### src/rtl/hci_package.sv
// Shared types and constants for the HCI memory-side bank adapters.
// Test-and-set FSM encoding, default test-and-set pattern and a width helper.
package hci_package;

    typedef enum logic {
        TS_IDLE  = 1'b0,
        TS_WRITE = 1'b1
    } hci_ts_state_e;

    // Wide enough for any practical bank word; adapters slice the low DW bits.
    localparam logic [1023:0] HCI_TS_VALUE_DEFAULT = '1;

    // Port width for optional fields: a zero-width field still needs one bit.
    function automatic int unsigned hci_max1(input int unsigned w);
        return (w > 0) ? w : 1;
    endfunction

endpackage

### src/rtl/hci_mem_resp_reg.sv
// Response pipeline register for a 1-cycle-latency bank: one r_valid pulse per
// granted request and the ID captured in the grant cycle.
module hci_mem_resp_reg #(
    parameter int unsigned IW = 20
) (
    input  logic          clk_i,
    input  logic          rst_ni,
    input  logic          clear_i,
    input  logic          valid_i,
    input  logic [IW-1:0] id_i,
    output logic          r_valid_o,
    output logic [IW-1:0] r_id_o
);

    logic          r_valid_d, r_valid_q;
    logic [IW-1:0] r_id_d, r_id_q;

    // The ID holds between responses; clear drops anything granted this cycle.
    always_comb begin
        r_valid_d = valid_i;
        r_id_d    = valid_i ? id_i : r_id_q;
        if (clear_i) begin
            r_valid_d = 1'b0;
            r_id_d    = '0;
        end
    end

    // NOTE: state registers use non-blocking assignments so every flop samples
    // the pre-edge value of its neighbours regardless of block ordering.
    always_ff @(posedge clk_i or negedge rst_ni) begin
        if (!rst_ni) begin
            r_valid_q <= 1'b0;
            r_id_q    <= '0;
        end else begin
            r_valid_q <= r_valid_d;
            r_id_q    <= r_id_d;
        end
    end

    assign r_valid_o = r_valid_q;
    assign r_id_o    = r_id_q;

endmodule

### src/rtl/hci_mem_ts_bank_adapter.sv
// Memory-side stage between one interconnect target port and a single-port
// SRAM bank, with atomic test-and-set done as read then locked all-ones write.
module hci_mem_ts_bank_adapter
    import hci_package::*;
#(
    parameter int unsigned   AWM      = 12,
    parameter int unsigned   DW       = 32,
    parameter int unsigned   BW       = 8,
    parameter int unsigned   UW       = 0,
    parameter int unsigned   IW       = 20,
    parameter logic [DW-1:0] TS_VALUE = HCI_TS_VALUE_DEFAULT[DW-1:0]
) (
    input  logic                   clk_i,
    input  logic                   rst_ni,
    input  logic                   clear_i,
    input  logic                   req_i,
    output logic                   gnt_o,
    input  logic [AWM-1:0]         add_i,
    input  logic                   wen_i,
    input  logic [DW/BW-1:0]       be_i,
    input  logic [DW-1:0]          data_i,
    input  logic [hci_max1(UW)-1:0] user_i,
    input  logic [IW-1:0]          id_i,
    input  logic                   ts_set_i,
    output logic                   r_valid_o,
    output logic [DW-1:0]          r_data_o,
    output logic [hci_max1(UW)-1:0] r_user_o,
    output logic [IW-1:0]          r_id_o,
    output logic                   sram_req_o,
    output logic                   sram_we_o,
    output logic [AWM-1:0]         sram_add_o,
    output logic [UW+DW-1:0]       sram_wdata_o,
    output logic [DW/BW-1:0]       sram_be_o,
    input  logic [UW+DW-1:0]       sram_rdata_i,
    output logic                   ts_busy_o
);

    localparam int unsigned SW = UW + DW;

    hci_ts_state_e  state_d, state_q;
    logic [AWM-1:0] ts_add_d, ts_add_q;
    logic [SW-1:0]  wdata_pass;
    logic [SW-1:0]  ts_word;

    if (UW > 0) begin : gen_user
        assign wdata_pass = {user_i, data_i};
        assign ts_word    = {{UW{1'b0}}, TS_VALUE};
        assign r_user_o   = sram_rdata_i[SW-1:DW];
    end else begin : gen_no_user
        logic unused_user;
        assign unused_user = ^user_i;
        assign wdata_pass  = data_i;
        assign ts_word     = TS_VALUE;
        assign r_user_o    = '0;
    end

    assign r_data_o = sram_rdata_i[DW-1:0];

    // NOTE: every output and next-state signal gets a default before the case
    // so no path leaves a value unassigned and no latch is inferred.
    always_comb begin
        state_d      = state_q;
        ts_add_d     = ts_add_q;
        gnt_o        = 1'b0;
        sram_req_o   = 1'b0;
        sram_we_o    = 1'b0;
        sram_add_o   = add_i;
        sram_be_o    = be_i;
        sram_wdata_o = wdata_pass;

        unique case (state_q)
            TS_IDLE: begin
                gnt_o      = 1'b1;
                sram_req_o = req_i;
                sram_we_o  = ~wen_i;
                // Only a read qualified by ts_set starts the locked write phase.
                if (req_i && wen_i && ts_set_i) begin
                    state_d  = TS_WRITE;
                    ts_add_d = add_i;
                end
            end
            TS_WRITE: begin
                // A clear in this cycle abandons the write so memory keeps its value.
                sram_req_o   = ~clear_i;
                sram_we_o    = 1'b1;
                sram_add_o   = ts_add_q;
                sram_be_o    = '1;
                sram_wdata_o = ts_word;
                state_d      = TS_IDLE;
            end
        endcase

        if (clear_i) begin
            state_d = TS_IDLE;
        end
    end

    always_ff @(posedge clk_i or negedge rst_ni) begin
        if (!rst_ni) begin
            state_q  <= TS_IDLE;
            ts_add_q <= '0;
        end else begin
            state_q  <= state_d;
            ts_add_q <= ts_add_d;
        end
    end

    assign ts_busy_o = (state_q == TS_WRITE);

    hci_mem_resp_reg #(
        .IW (IW)
    ) i_resp_reg (
        .clk_i     (clk_i),
        .rst_ni    (rst_ni),
        .clear_i   (clear_i),
        .valid_i   (req_i & gnt_o),
        .id_i      (id_i),
        .r_valid_o (r_valid_o),
        .r_id_o    (r_id_o)
    );

endmodule

### config.mk
export PLATFORM = sky130hd
export DESIGN_NAME = hci_mem_ts_bank_adapter
export DESIGN_NICKNAME = d
export VERILOG_FILES = /design/src/rtl/hci_package.sv /design/src/rtl/hci_mem_resp_reg.sv /design/src/rtl/hci_mem_ts_bank_adapter.sv
export SDC_FILE = /design/constraint.sdc
export NUM_CORES = 1
export LEC_CHECK = 0
export ABC_CLOCK_PERIOD_IN_PS = 4350
export BUFFER_PORTS_ARGS = -buffer_cell sky130_fd_sc_hd__buf_2
export CORE_AREA = 3 3 81 83
export DETAILED_ROUTE_END_ITERATION = 12
export DIE_AREA = 0 0 84 86
export HOLD_SLACK_MARGIN = 0.1
export MAX_ROUTING_LAYER = met4
export PLACE_DENSITY = 0.77
export SLEW_MARGIN = 25
export SYNTH_ARGS = -nofsm -noshare
export SYNTH_HDL_FRONTEND = slang
export SYNTH_SLANG_ARGS = --single-unit
### constraint.sdc
create_clock -name clk_i -period 4.35 [get_ports clk_i]
set_clock_uncertainty 0.15 [all_clocks]
set_input_delay 0.87 -clock clk_i [delete_from_list [all_inputs] [get_ports clk_i]]
set_output_delay 0.87 -clock clk_i [all_outputs]
set_load 0.005 [all_outputs]
# == Word level (Yosys, flattened, before mapping) ==
# Index checks and enable logic that the tools add are counted.
# op_classes
muxes,12
bitwise_logic,4
n_reduce_logical,4
# op_table
cell,count
$mux 20,2
$mux 32,1
$mux 12,1
$pmux 1 s2,3
$mux 1,4
$mux 4,1
$not 1->1,3
$logic_and 1x1->1,2
$reduce_and 2->1,1
$reduce_bool 2->1,1
$and 1x1->1,1
# totals
ff_bits,34
in_bits,107
word_cells,24

# == Depth between registers and ports, before layout ==
# Gate-level depths: netlist (run 1).
# depth
word_depth,5
mapped_depth,4

# == Cells and area by module ==
# Synthesis (run 1) repeated with hierarchy kept, for this count alone.
# unflattened
hier_cells,186
area_unflattened_um2,2053.2
# by_module_without_submodules
module,instances,cells_per_inst,area_each_um2
hci_mem_ts_bank_adapter,1,119,1187.4
hci_mem_resp_reg,1,67,865.8

# == Least setup slack after synthesis (run 1) ==
# OpenSTA, ideal clock, no wires.
# synth_timing
path_kind,in2out
from,in req_i
to,out sram_req_o
t_arrival_ns,1.259
required_ns,3.330
slack_ns,2.071
cell_stages,3
path_buffers,1
cell_sequence,nand2b_1 -> buf_2 -> o21ai_0
# synth_between
elab_chain_len,1
# synth_lines
item,line_no,rtl
"start, declared",hci_mem_ts_bank_adapter.sv:16,"input logic req_i,"
$pmux 1 s2,hci_mem_ts_bank_adapter.sv:71,unique case (state_q)
"end, declared",hci_mem_ts_bank_adapter.sv:29,"output logic sram_req_o,"
# No other way between the ends.

# == Worst setup path after layout (run 1) ==
# layout_timing
from,"reg state_q, in the netlist ts_busy_o"
to,out sram_add_o[11]
# layout_between
elab_chain_len,1
# layout_lines
item,line_no,rtl
"start, declared",hci_mem_ts_bank_adapter.sv:40,"hci_ts_state_e state_d, state_q;"
"start signal, assigned",hci_mem_ts_bank_adapter.sv:103,state_q <= state_d;
$mux 12,hci_mem_ts_bank_adapter.sv:71,
"end, declared",hci_mem_ts_bank_adapter.sv:31,"output logic [AWM-1:0] sram_add_o,"
# No other way between the ends.

==> results of run 1 <==
cells in the mapped netlist:
cell	number
sky130_fd_sc_hd__buf_4	33
sky130_fd_sc_hd__a21oi_1	20
sky130_fd_sc_hd__clkbuf_1	5
sky130_fd_sc_hd__or2_2	36
sky130_fd_sc_hd__conb_1	1
sky130_fd_sc_hd__inv_1	1
sky130_fd_sc_hd__nor2b_2	1
sky130_fd_sc_hd__nand2_1	41
sky130_fd_sc_hd__nand2b_1	1
sky130_fd_sc_hd__o21ai_0	1
sky130_fd_sc_hd__buf_1	1
sky130_fd_sc_hd__dfrtp_1	34
sky130_fd_sc_hd__buf_2	5
sky130_fd_sc_hd__nand3_2	1
sky130_fd_sc_hd__nor2_1	1
sky130_fd_sc_hd__buf_6	1
sky130_fd_sc_hd__mux2_4	10
sky130_fd_sc_hd__mux2_2	14
sky130_fd_sc_hd__and3_1	1
worst reg2reg max path, delay by kind of cell, from the launching register on:
kind             cells  cell delay [ns]
flip-flops           1             0.51
AND/OR/NAND/NOR      2             1.26
multiplexers         1             0.46
metal layers:
| layer | wire length (um) | vias up | track usage [%] |
|---|---|---|---|
| li1 | - | 845 | - |
| met1 | 2130 | 827 | 17.8 |
| met2 | 3150 | 89 | 28.2 |
| met3 | 435 | 15 | 4.42 |
| met4 | 115 | 0 | 6.87 |
| met5 | 0 | - | - |
flip-flops by register name (all words and copies together), names as in the netlist:
register,flops
i_resp_reg.r_id_o,20
ts_add_q,12
i_resp_reg.r_valid_o,1
ts_busy_o,1
final cells by class:
type	instances	area, sq um	area share (%)
sequential	34	851	32.5
multi-input combinational	128	831	31.8
timing repair buffer	148	746	28.5
tap	75	93.8	3.59
clock buffer	7	86.3	3.30
clock inverter	1	5.00	0.191
inverter	1	3.75	0.143
stage by stage:
step	power (W)	setup slack [ns]	cells	utilization (%)	area (sq um)
after floorplan	0.000484	2.07	208	-	1990
after global placement	0.000549	1.42	386	42.6	2520
after detailed placement	0.000554	1.41	386	42.6	2520
after CTS	0.000801	1.56	394	44.2	2620
after global routing	0.000838	1.48	394	44.2	2620
final	0.000785	1.58	394	44.2	2620
power by group:
part / switching, W / total, W / internal (W)
sequential: 0.0000180 / 0.000367 / 0.000349
combinational: 0.0000738 / 0.000179 / 0.000105
clock: 0.000111 / 0.000239 / 0.000128
total: 0.000203 / 0.000785 / 0.000582
cell families (layout without fill, tap and decap cells):
| group | after synthesis | count (layout) | share of synthesized area (%) |
|---|---|---|---|
| buffers and inverters | 46 | 157 | 15.6 |
| AO/OA/AOI/OAI | 21 | 21 | 5.28 |
| other | 1 | 1 | 0.188 |
| multiplexers | 24 | 24 | 15.5 |
| flip-flops | 34 | 34 | 42.7 |
| AND/OR/NAND/NOR | 82 | 82 | 20.8 |
path summary, 6_finish.rpt:
kind / end / slack, ns / cells after the start
worst min register to register: ts_add_q[11] / 0.36 / 1
max in group asynchronous: ts_busy_o / 3.01 / 1
worst max register to register: ts_add_q[4] / 1.86 / 3
min in group asynchronous: i_resp_reg.r_id_o[15] / 0.52 / 1
worst max-delay path: sram_add_o[11] / 1.58 / 3
worst min-delay path: ts_add_q[11] / 0.36 / 1
==> results.yml, run 1 <==
grt:
  grt_max_degree: 40
  total_track_usage_pct: 16.3
  antenna_found_initial: 0
  grt_pass1_wl_um: 9110
  globalRoute.totalOverflow: 0
  first_global_vias: 1791
floorplanning:
  fp.dieH_um: 86
  die_w_um: 84
  core_area_sq_mm: 0.00592
  pin_count: 213
  initial_core_util_pct: 33.6
  placement_rows: 28
  die_area_sq_mm: 0.00722
drt:
  route.vias.total: 1776
  detail_route.vias_per_cell: 4.51
  post-route-drc-count: 0
  drt-wirelength-per-cell_um: 14.8
  route.antenna.remaining_nets: 0
  drt_first_iter_violations: 81
  routed_wirelength_um: 5830
  drtPass1Iterations: 4
setup_path:
  worst_ep_required_time_ns: 3.33
  crit_start: "ts_busy_o"
  crit_slowest_cell: "sky130_fd_sc_hd__dfrtp_1"
  critical_path_arrival_ns: 1.75
  start_kind: "register"
  timing_worst_setup_path_type: "register to primary output"
  critical_path.n_buffers_inverters: 2
  critical_path.cell_chain: "buf_4 > mux2_2 > buf_2"
  largest_driver_fanout_on_the_critical_path: 39
  cpPeakStageDelay_ns: 0.56
  worst_setup_path_end_kind: "primary output"
  timing.rr.start: "ts_busy_o"
  critPathTopFamily: "flip-flops"
logic_synthesis:
  syn-instance-count: 208
  synth_seq_area_share_pct: 42.7
  yosys_warnings: 0
  ys_seq_elements: 34
  post_synth_main_area_contributors: "sky130_fd_sc_hd__dfrtp_1 (43%), sky130_fd_sc_hd__buf_4 (12%), sky130_fd_sc_hd__or2_2 (11%)"
  synth_largest_area_cell: "sky130_fd_sc_hd__dfrtp_1"
  synth_top_area_share_pct: 42.7
  synthesis.area_sq_mm: 0.00199
  synth.distinct_cells: 19
  synthesis.area_per_instance_sq_um: 9.58
  syn_nets: 315
cts:
  cts_num_sinks: 34
  cts_max_path_buffers: 2
  postCtsSetupBuffers: 0
  clock_latency_reported_for_the_late_side_of_the_worst_skew_pair_ns: 0.28
  h_tree_level_count: 2
  clk_transition_reported_paths_ns: 0.06
  cts-resized-gates: 0
  cts_made_buffers: 5
  postCtsHoldBufs: 0
  cts.root.buffer_cell: "sky130_fd_sc_hd__clkbuf_8"
  cts_tree: "yes"
cells_and_area:
  final_common_cell: "sky130_fd_sc_hd__buf_2"
  layout_common_cells: "sky130_fd_sc_hd__buf_2 (146), sky130_fd_sc_hd__nand2_1 (41), sky130_fd_sc_hd__or2_2 (36)"
  n_antenna_cell: 0
  n_fill_cell: 609
  area_growth_syn_to_layout_pct: 31.3
  final_layout_size_suffix_gt1_share_pct: 68.0
  nets: 425
status:
  run_status: "completed"
place:
  detailed_place_hpwl_um: 4480
  numPortBuffers: 146
  globalplace.congestion: 0.828
sta:
  period_needed_ns: 2.77
  timing.final.crit_share_pct: 63.7
  timing.max_slew.rel_slack_pct: 41.5
  number_of_endpoints_with_negative_hold_slack_in_the_final_report: 0
  tightestPinTransition_ns: 0.873
  final-setup-viol-count: 0
  report.final.slew_viol_count: 0
  hold_ws_ns: 0.359
  fmax_ghz: 0.361
  final.setup.tns_ns: 0
  rsz0062_at_grt: "false"
hold_path:
  hold_path.startpoint: "ts_add_q[11]"
  holdCritPathClass: "register to register"
run:
  timing.max_cap.violations: 0
power_and_ir_drop:
  power_density_mw_per_mm2: 300
  power_leakage_nw: 1.48
  vdd_ir_drop_max_v: 0.000128
(Power assumes the default switching activity.)
==> run 2, diff against run 1 <==
--- a/config.mk
+++ b/config.mk
@@ -5,14 +5,14 @@
 export SDC_FILE = /design/constraint.sdc
 export NUM_CORES = 1
 export LEC_CHECK = 0
-export ABC_CLOCK_PERIOD_IN_PS = 4350
+export ABC_CLOCK_PERIOD_IN_PS = 2600
 export BUFFER_PORTS_ARGS = -buffer_cell sky130_fd_sc_hd__buf_2
-export CORE_AREA = 3 3 81 83
+export CORE_AREA = 3 3 82 84
 export DETAILED_ROUTE_END_ITERATION = 12
-export DIE_AREA = 0 0 84 86
+export DIE_AREA = 0 0 85 87
 export HOLD_SLACK_MARGIN = 0.1
 export MAX_ROUTING_LAYER = met4
-export PLACE_DENSITY = 0.77
+export PLACE_DENSITY = 0.76
 export SLEW_MARGIN = 25
 export SYNTH_ARGS = -nofsm -noshare
 export SYNTH_HDL_FRONTEND = slang
==> constraint.sdc (replaced) <==
create_clock -name clk_i -period 2.6 [get_ports clk_i]
set_clock_uncertainty 0.15 [all_clocks]
set_input_delay 0.52 -clock clk_i [delete_from_list [all_inputs] [get_ports clk_i]]
set_output_delay 0.52 -clock clk_i [all_outputs]
set_load 0.005 [all_outputs]
==> results.yml, run 2 (synthesized netlist as in run 1, its figures left out) <==
drt:
  route.vias.total: 1780
  route.top_layer_used: "met4"
  drtPass1Iterations: 4
  post-route-drc-count: 0
  route.antenna.remaining_nets: 0
  routed_wirelength_um: 5360
  drt_first_iter_violations: 58
  detail_route.vias_per_cell: 4.49
  drt-met1-wl_um: 2070
  met2_length_um: 2650
  detailroute.wirelength.met3_um: 515
  drt-wirelength-per-cell_um: 13.5
setup_path:
  critical_path_depth: 3
  critical_path_arrival_ns: 1.39
  cpPeakStageDelay_ns: 0.37
  worst_ep_required_time_ns: 1.93
  critical_path.n_buffers_inverters: 2
  worst_setup_path_end_kind: "primary output"
  critPathTopFamily: "buffers and inverters"
  largest_driver_fanout_on_the_critical_path: 34
  logic_depth_of_the_worst_register_to_register_path: 4
  critical_path.cell_chain: "buf_4 > mux2_2 > buf_2"
  timing_worst_setup_path_type: "register to primary output"
  start_kind: "register"
  crit_slowest_cell: "sky130_fd_sc_hd__mux2_2"
power_and_ir_drop:
  power.share.clock_pct: 35.1
  overall_power_w: 0.00140
  share_comb_of_total_power_pct: 21.2
  power_density_mw_per_mm2: 527
  power.sequential.fraction_pct: 43.7
  net-switching-power_w: 0.000334
  p_int_w: 0.00107
  power_leakage_nw: 1.51
  vdd_ir_drop_max_v: 0.000253
  power.share.switching_pct: 23.8
grt:
  first_global_vias: 1783
  grt_pass1_wl_um: 8380
  antenna_found_initial: 0
  grt_max_degree: 35
  globalRoute.totalOverflow: 0
  total_track_usage_pct: 14.7
cts:
  cts.root.buffer_cell: "sky130_fd_sc_hd__clkbuf_8"
  cts_made_buffers: 5
  cts_max_path_buffers: 2
  cts_num_sinks: 34
  postCtsHoldBufs: 0
  clk_transition_reported_paths_ns: 0.07
  postCtsSetupBuffers: 0
  cts-resized-gates: 0
  h_tree_level_count: 2
  cts_tree: "yes"
  clock_latency_reported_for_the_late_side_of_the_worst_skew_pair_ns: 0.28
floorplanning:
  pin_count: 213
  fp.dieH_um: 87
  placement_rows: 28
  initial_core_util_pct: 33.2
  die_area_sq_mm: 0.00740
  die_w_um: 85
  core_area_sq_mm: 0.00599
sta:
  period_needed_ns: 2.06
  fmax_ghz: 0.484
  final.setup.tns_ns: 0
  final-setup-viol-count: 0
  timing.final.crit_share_pct: 79.4
  tightestPinTransition_ns: 0.787
  rsz0062_at_grt: "false"
  report.final.slew_viol_count: 0
  timing.max_slew.rel_slack_pct: 47.5
  number_of_endpoints_with_negative_hold_slack_in_the_final_report: 0
cells_and_area:
  final_layout_size_suffix_gt1_share_pct: 68.5
  nets: 428
  max_ffs_per_register: 20
  layout_common_cells: "sky130_fd_sc_hd__buf_2 (146), sky130_fd_sc_hd__nand2_1 (41), sky130_fd_sc_hd__or2_2 (36)"
  final_common_cell: "sky130_fd_sc_hd__buf_2"
  finalInstanceArea_sq_mm: 0.00266
  area_growth_syn_to_layout_pct: 33.5
  n_antenna_cell: 0
status:
  run_status: "completed"
place:
  detailed_place_hpwl_um: 4110
  numPortBuffers: 146
  globalplace.congestion: 0.710
  postPlaceCellArea_sq_mm: 0.00255
run:
  timing.max_cap.violations: 0
hold_path:
  holdCritPathClass: "primary input to asynchronous set/reset pin"
run 2: cell types whose count changed in the layout (fill, tap and decap cells not counted):
cell,previous run,this run
sky130_fd_sc_hd__buf_4,2,5
sky130_fd_sc_hd__bufinv_16,0,1
sky130_fd_sc_hd__clkbuf_1,1,0
sky130_fd_sc_hd__clkinv_2,1,0
run 2: layer usage:
layer  global-route usage (%)  vias to the layer above
li1                         -                      849
met1                     16.5                      824
met2                     24.3                       88
met3                     4.35                       19
met4                     6.19                        0
met5                        -                        -
run 2: path summary, 6_finish.rpt:
| check | endpoint | slack (ns) | startpoint |
|---|---|---|---|
| worst max register to register | ts_add_q[9] | 0.77 | ts_busy_o |
| worst min-delay path | i_resp_reg.r_id_o[4] | 0.17 | rst_ni |
| worst min register to register | ts_add_q[1] | 0.35 | ts_add_q[1] |
| max in group asynchronous | ts_add_q[10] | 1.63 | rst_ni |
| min in group clk_i | i_resp_reg.r_id_o[16] | 0.32 | id_i[16] |
| worst max-delay path | sram_add_o[10] | 0.54 | ts_busy_o |
run 2: metrics by stage:
stage               setup WS [ns]  utilization (%)  hold WS [ns]  std cells
finish                      0.536             44.4         0.170        396
global route                0.424             44.4         0.222        396
CTS                         0.499             44.4         0.184        396
detailed placement          0.729             42.5         0.338        389
global placement            0.749             42.5         0.332        389
floorplan                   0.856                -        0.0744        208
run 2: worst register-to-register path, delay by kind of cell (launching register included):
family,cells,cell delay [ns]
AND/OR/NAND/NOR,2,0.55
multiplexers,1,0.43
buffers and inverters,1,0.22
flip-flops,1,0.37
run 2: final cells by class:
| class | count | area, sq um |
|---|---|---|
| clock buffer | 6 | 82.6 |
| fill | 604 | 3330 |
| tap | 75 | 93.8 |
| clock inverter | 1 | 30.0 |
| sequential | 34 | 851 |
| inverter | 1 | 3.75 |
| timing repair buffer | 151 | 768 |
| multi-input combinational | 128 | 831 |
run 2: power by group through the flow:
stage / Sequential (W) / Combinational [W] / Clock (W)
after floorplan: 0.000618 / 0.000191 / 0
after global placement: 0.000619 / 0.000296 / 0
after detailed placement: 0.000621 / 0.000304 / 0
after CTS: 0.000613 / 0.000304 / 0.000516
after global routing: 0.000621 / 0.000330 / 0.000537
final: 0.000613 / 0.000297 / 0.000493
==> run 3, diff against run 2 <==
--- a/config.mk
+++ b/config.mk
@@ -5,14 +5,16 @@
 export SDC_FILE = /design/constraint.sdc
 export NUM_CORES = 1
 export LEC_CHECK = 0
-export ABC_CLOCK_PERIOD_IN_PS = 2600
+export ABC_AREA = 1
+export ABC_CLOCK_PERIOD_IN_PS = 1700
 export BUFFER_PORTS_ARGS = -buffer_cell sky130_fd_sc_hd__buf_2
-export CORE_AREA = 3 3 82 84
+export CORE_ASPECT_RATIO = 1.4
+export CORE_MARGIN = 3
+export CORE_UTILIZATION = 32
 export DETAILED_ROUTE_END_ITERATION = 12
-export DIE_AREA = 0 0 85 87
 export HOLD_SLACK_MARGIN = 0.1
 export MAX_ROUTING_LAYER = met4
-export PLACE_DENSITY = 0.76
+export PLACE_DENSITY = 0.78
 export SLEW_MARGIN = 25
 export SYNTH_ARGS = -nofsm -noshare
 export SYNTH_HDL_FRONTEND = slang
==> constraint.sdc (replaced) <==
create_clock -name clk_i -period 1.7 [get_ports clk_i]
set_clock_uncertainty 0.15 [all_clocks]
set_input_delay 0.34 -clock clk_i [delete_from_list [all_inputs] [get_ports clk_i]]
set_output_delay 0.34 -clock clk_i [all_outputs]
set_load 0.005 [all_outputs]
==> results.yml, run 3 <==
logic_synthesis:
  ys_seq_elements: 34
  synth-edff-count: 0
  asyncSetResetFlopFracSynth_pct: 100
  synth.distinct_cells: 15
  synth_largest_area_cell: "sky130_fd_sc_hd__dfrtp_1"
  synth_top_area_share_pct: 42.8
  synth-main-ff-cell: "sky130_fd_sc_hd__dfrtp_1"
  synth_seq_area_share_pct: 42.8
  yosys.cell_count.top_type: "sky130_fd_sc_hd__nand2_1"
  syn_nets: 370
  syn-instance-count: 263
  yosys_warnings: 0
  synthesis.area_sq_mm: 0.00199
  synthesis.area_per_instance_sq_um: 7.56
  netlist_top_cells_count: "sky130_fd_sc_hd__nand2_1 (103), sky130_fd_sc_hd__buf_4 (34), sky130_fd_sc_hd__dfrtp_1 (34), sky130_fd_sc_hd__or2_2 (33), sky130_fd_sc_hd__nand3_1 (32)"
  post_synth_main_area_contributors: "sky130_fd_sc_hd__dfrtp_1 (43%), sky130_fd_sc_hd__nand2_1 (19%), sky130_fd_sc_hd__buf_4 (13%)"
cts:
  clock_latency_reported_for_the_late_side_of_the_worst_skew_pair_ns: 0.28
  cts_tree: "yes"
  h_tree_level_count: 2
  cts.root.buffer_cell: "sky130_fd_sc_hd__clkbuf_8"
  clk_transition_reported_paths_ns: 0.08
  cts_max_path_buffers: 2
  cts_num_sinks: 34
  cts_made_buffers: 5
drt:
  drt-wirelength-per-cell_um: 17.6
  route.vias.total: 2162
  routed_wirelength_um: 8140
  detail_route.vias_per_cell: 4.68
  post-route-drc-count: 0
  route.antenna.remaining_nets: 0
  drt_first_iter_violations: 55
  drtPass1Iterations: 4
sta:
  postLayoutSetupSlackWorst_ns: -0.137
  final-setup-viol-count: 42
  fmax_ghz: 0.544
  period_needed_ns: 1.84
  timing.final.crit_share_pct: 108
  hold_ws_ns: 0.108
  timing.max_slew.rel_slack_pct: 59.6
  number_of_endpoints_with_negative_hold_slack_in_the_final_report: 0
  rsz0062_at_grt: "true"
  tightestPinTransition_ns: 0.606
  report.final.slew_viol_count: 0
power_and_ir_drop:
  power_density_mw_per_mm2: 763
  net-switching-power_w: 0.000595
  power.share.clock_pct: 37.5
  power.share.switching_pct: 25.0
  power_leakage_nw: 1.84
  share_comb_of_total_power_pct: 23.5
  vdd_ir_drop_max_v: 0.000559
  power.sequential.fraction_pct: 39.0
  p_int_w: 0.00179
cells_and_area:
  layout_common_cells: "sky130_fd_sc_hd__buf_2 (113), sky130_fd_sc_hd__nand2_1 (102), sky130_fd_sc_hd__buf_6 (35)"
  max_ffs_per_register: 20
  final_layout_size_suffix_gt1_share_pct: 52.1
  final_common_cell: "sky130_fd_sc_hd__buf_2"
  regArea_sq_um: 852
  nets: 496
  finalInstanceArea_sq_mm: 0.00313
  layout.core_utilization_pct: 52.6
  area_growth_syn_to_layout_pct: 57.1
  n_fill_cell: 556
  multi_input_area_sq_um: 883
floorplanning:
  die_area_sq_mm: 0.00721
  core_area_sq_mm: 0.00595
  die_w_um: 72.6
  pin_count: 213
  initial_core_util_pct: 33.5
  placement_rows: 33
  fp.dieH_um: 99.3
status:
  run_status: "finished with violations"
  violations: "setup timing"
setup_path:
  worst_ep_required_time_ns: 1.21
  critical_path_arrival_ns: 1.35
  start_kind: "register"
  timing_worst_setup_path_type: "register to primary output"
  worst_setup_path_end_kind: "primary output"
  largest_driver_fanout_on_the_critical_path: 31
place:
  numPortBuffers: 146
  detailed_place_hpwl_um: 6090
  post-place-ws_ns: 0.150
  postPlaceCellArea_sq_mm: 0.00257
  globalplace.congestion: 0.732
grt:
  antenna_found_initial: 2
  first_global_vias: 2128
  total_track_usage_pct: 23.2
  globalRoute.totalOverflow: 0
  grt_max_degree: 32
  grt_pass1_wl_um: 12100
run:
  timing.max_cap.violations: 0
hold_path:
  holdCritPathClass: "primary input to register"
==> run 3: worst paths after layout <==
kind / from / endpoint / slack (ns) / depth (start not counted)
setup / recovery: ts_busy_o / sram_wdata_o[2] / -0.14 / 3
hold reg to reg: ts_add_q[4] / ts_add_q[4] / 0.33 / 2
setup reg to reg: ts_busy_o / i_resp_reg.r_id_o[10] / 0.28 / 6
min in group asynchronous: rst_ni / i_resp_reg.r_id_o[6] / 0.46 / 2
max in group asynchronous: rst_ni / i_resp_reg.r_id_o[2] / 0.41 / 3
hold / removal: id_i[9] / i_resp_reg.r_id_o[9] / 0.11 / 3
==> run 3: through the flow <==
step	std cells	setup TNS [ns]	power, W
6_report	462	-3.18	0.00238
2_1_floorplan	263	0	0.00118
3_5_place_dp	441	0	0.00138
3_3_place_gp	441	0	0.00137
5_1_grt	462	-5.54	0.00251
4_1_cts	459	-4.43	0.00239
==> run 3: per-layer routing <==
metal / share of wire (%) / GRT usage (%) / vias to the layer above / wire length [um]
li1: - / - / 1027 / -
met1: 37 / 27.2 / 968 / 3020
met2: 44 / 33.6 / 135 / 3600
met3: 15 / 11.3 / 32 / 1230
met4: 3.5 / 9.66 / 0 / 287
met5: 0 / - / - / 0
==> run 3: critical path, stage by stage, from the launching register on <==
cell and delay, ns:
sky130_fd_sc_hd__dfrtp_2 0.45, sky130_fd_sc_hd__buf_12 0.18, sky130_fd_sc_hd__or2_2 0.31, sky130_fd_sc_hd__buf_6 0.12
==> run 3: repair_timing <==
| item | in CTS | in global routing |
|---|---|---|
| hold buffers | 10 | 1 |
| pin swaps | 1 | 0 |
| endpoints found under the setup margin | 50 | 53 |
| buffers inserted | 0 | 0 |
| resized for setup | 64 | 6 |
| endpoints found under the hold margin | 33 | 1 |
==> run 3: cells by family (layout without fill, tap and decap cells) <==
kind of cell | after synthesis | in the layout | synth area share [%]
flops | 34 | 34 | 42.8
compound gates | 1 | 1 | 0.251
buf+inv | 52 | 179 | 16.9
other cells | 1 | 3 | 0.188
simple gates | 175 | 175 | 39.9
==> run 3: power by group through the flow <==
stage | Combinational, W | Sequential, W | Clock, W
finish | 0.000561 | 0.000930 | 0.000894
global route | 0.000618 | 0.000940 | 0.000950
CTS | 0.000552 | 0.000929 | 0.000910
detailed placement | 0.000439 | 0.000942 | 0
global placement | 0.000430 | 0.000939 | 0
floorplan | 0.000246 | 0.000939 | 0
==> run 3: cell type report <==
class,count,share of cell area [%]
Timing Repair Buffer,167,36.5
Multi-Input combinational cell,177,28.3
Sequential cell,34,27.3
Tap cell,70,2.80
Clock buffer,5,2.20
Clock inverter,3,2.20
Inverter,4,0.560
Antenna cell,2,0.160
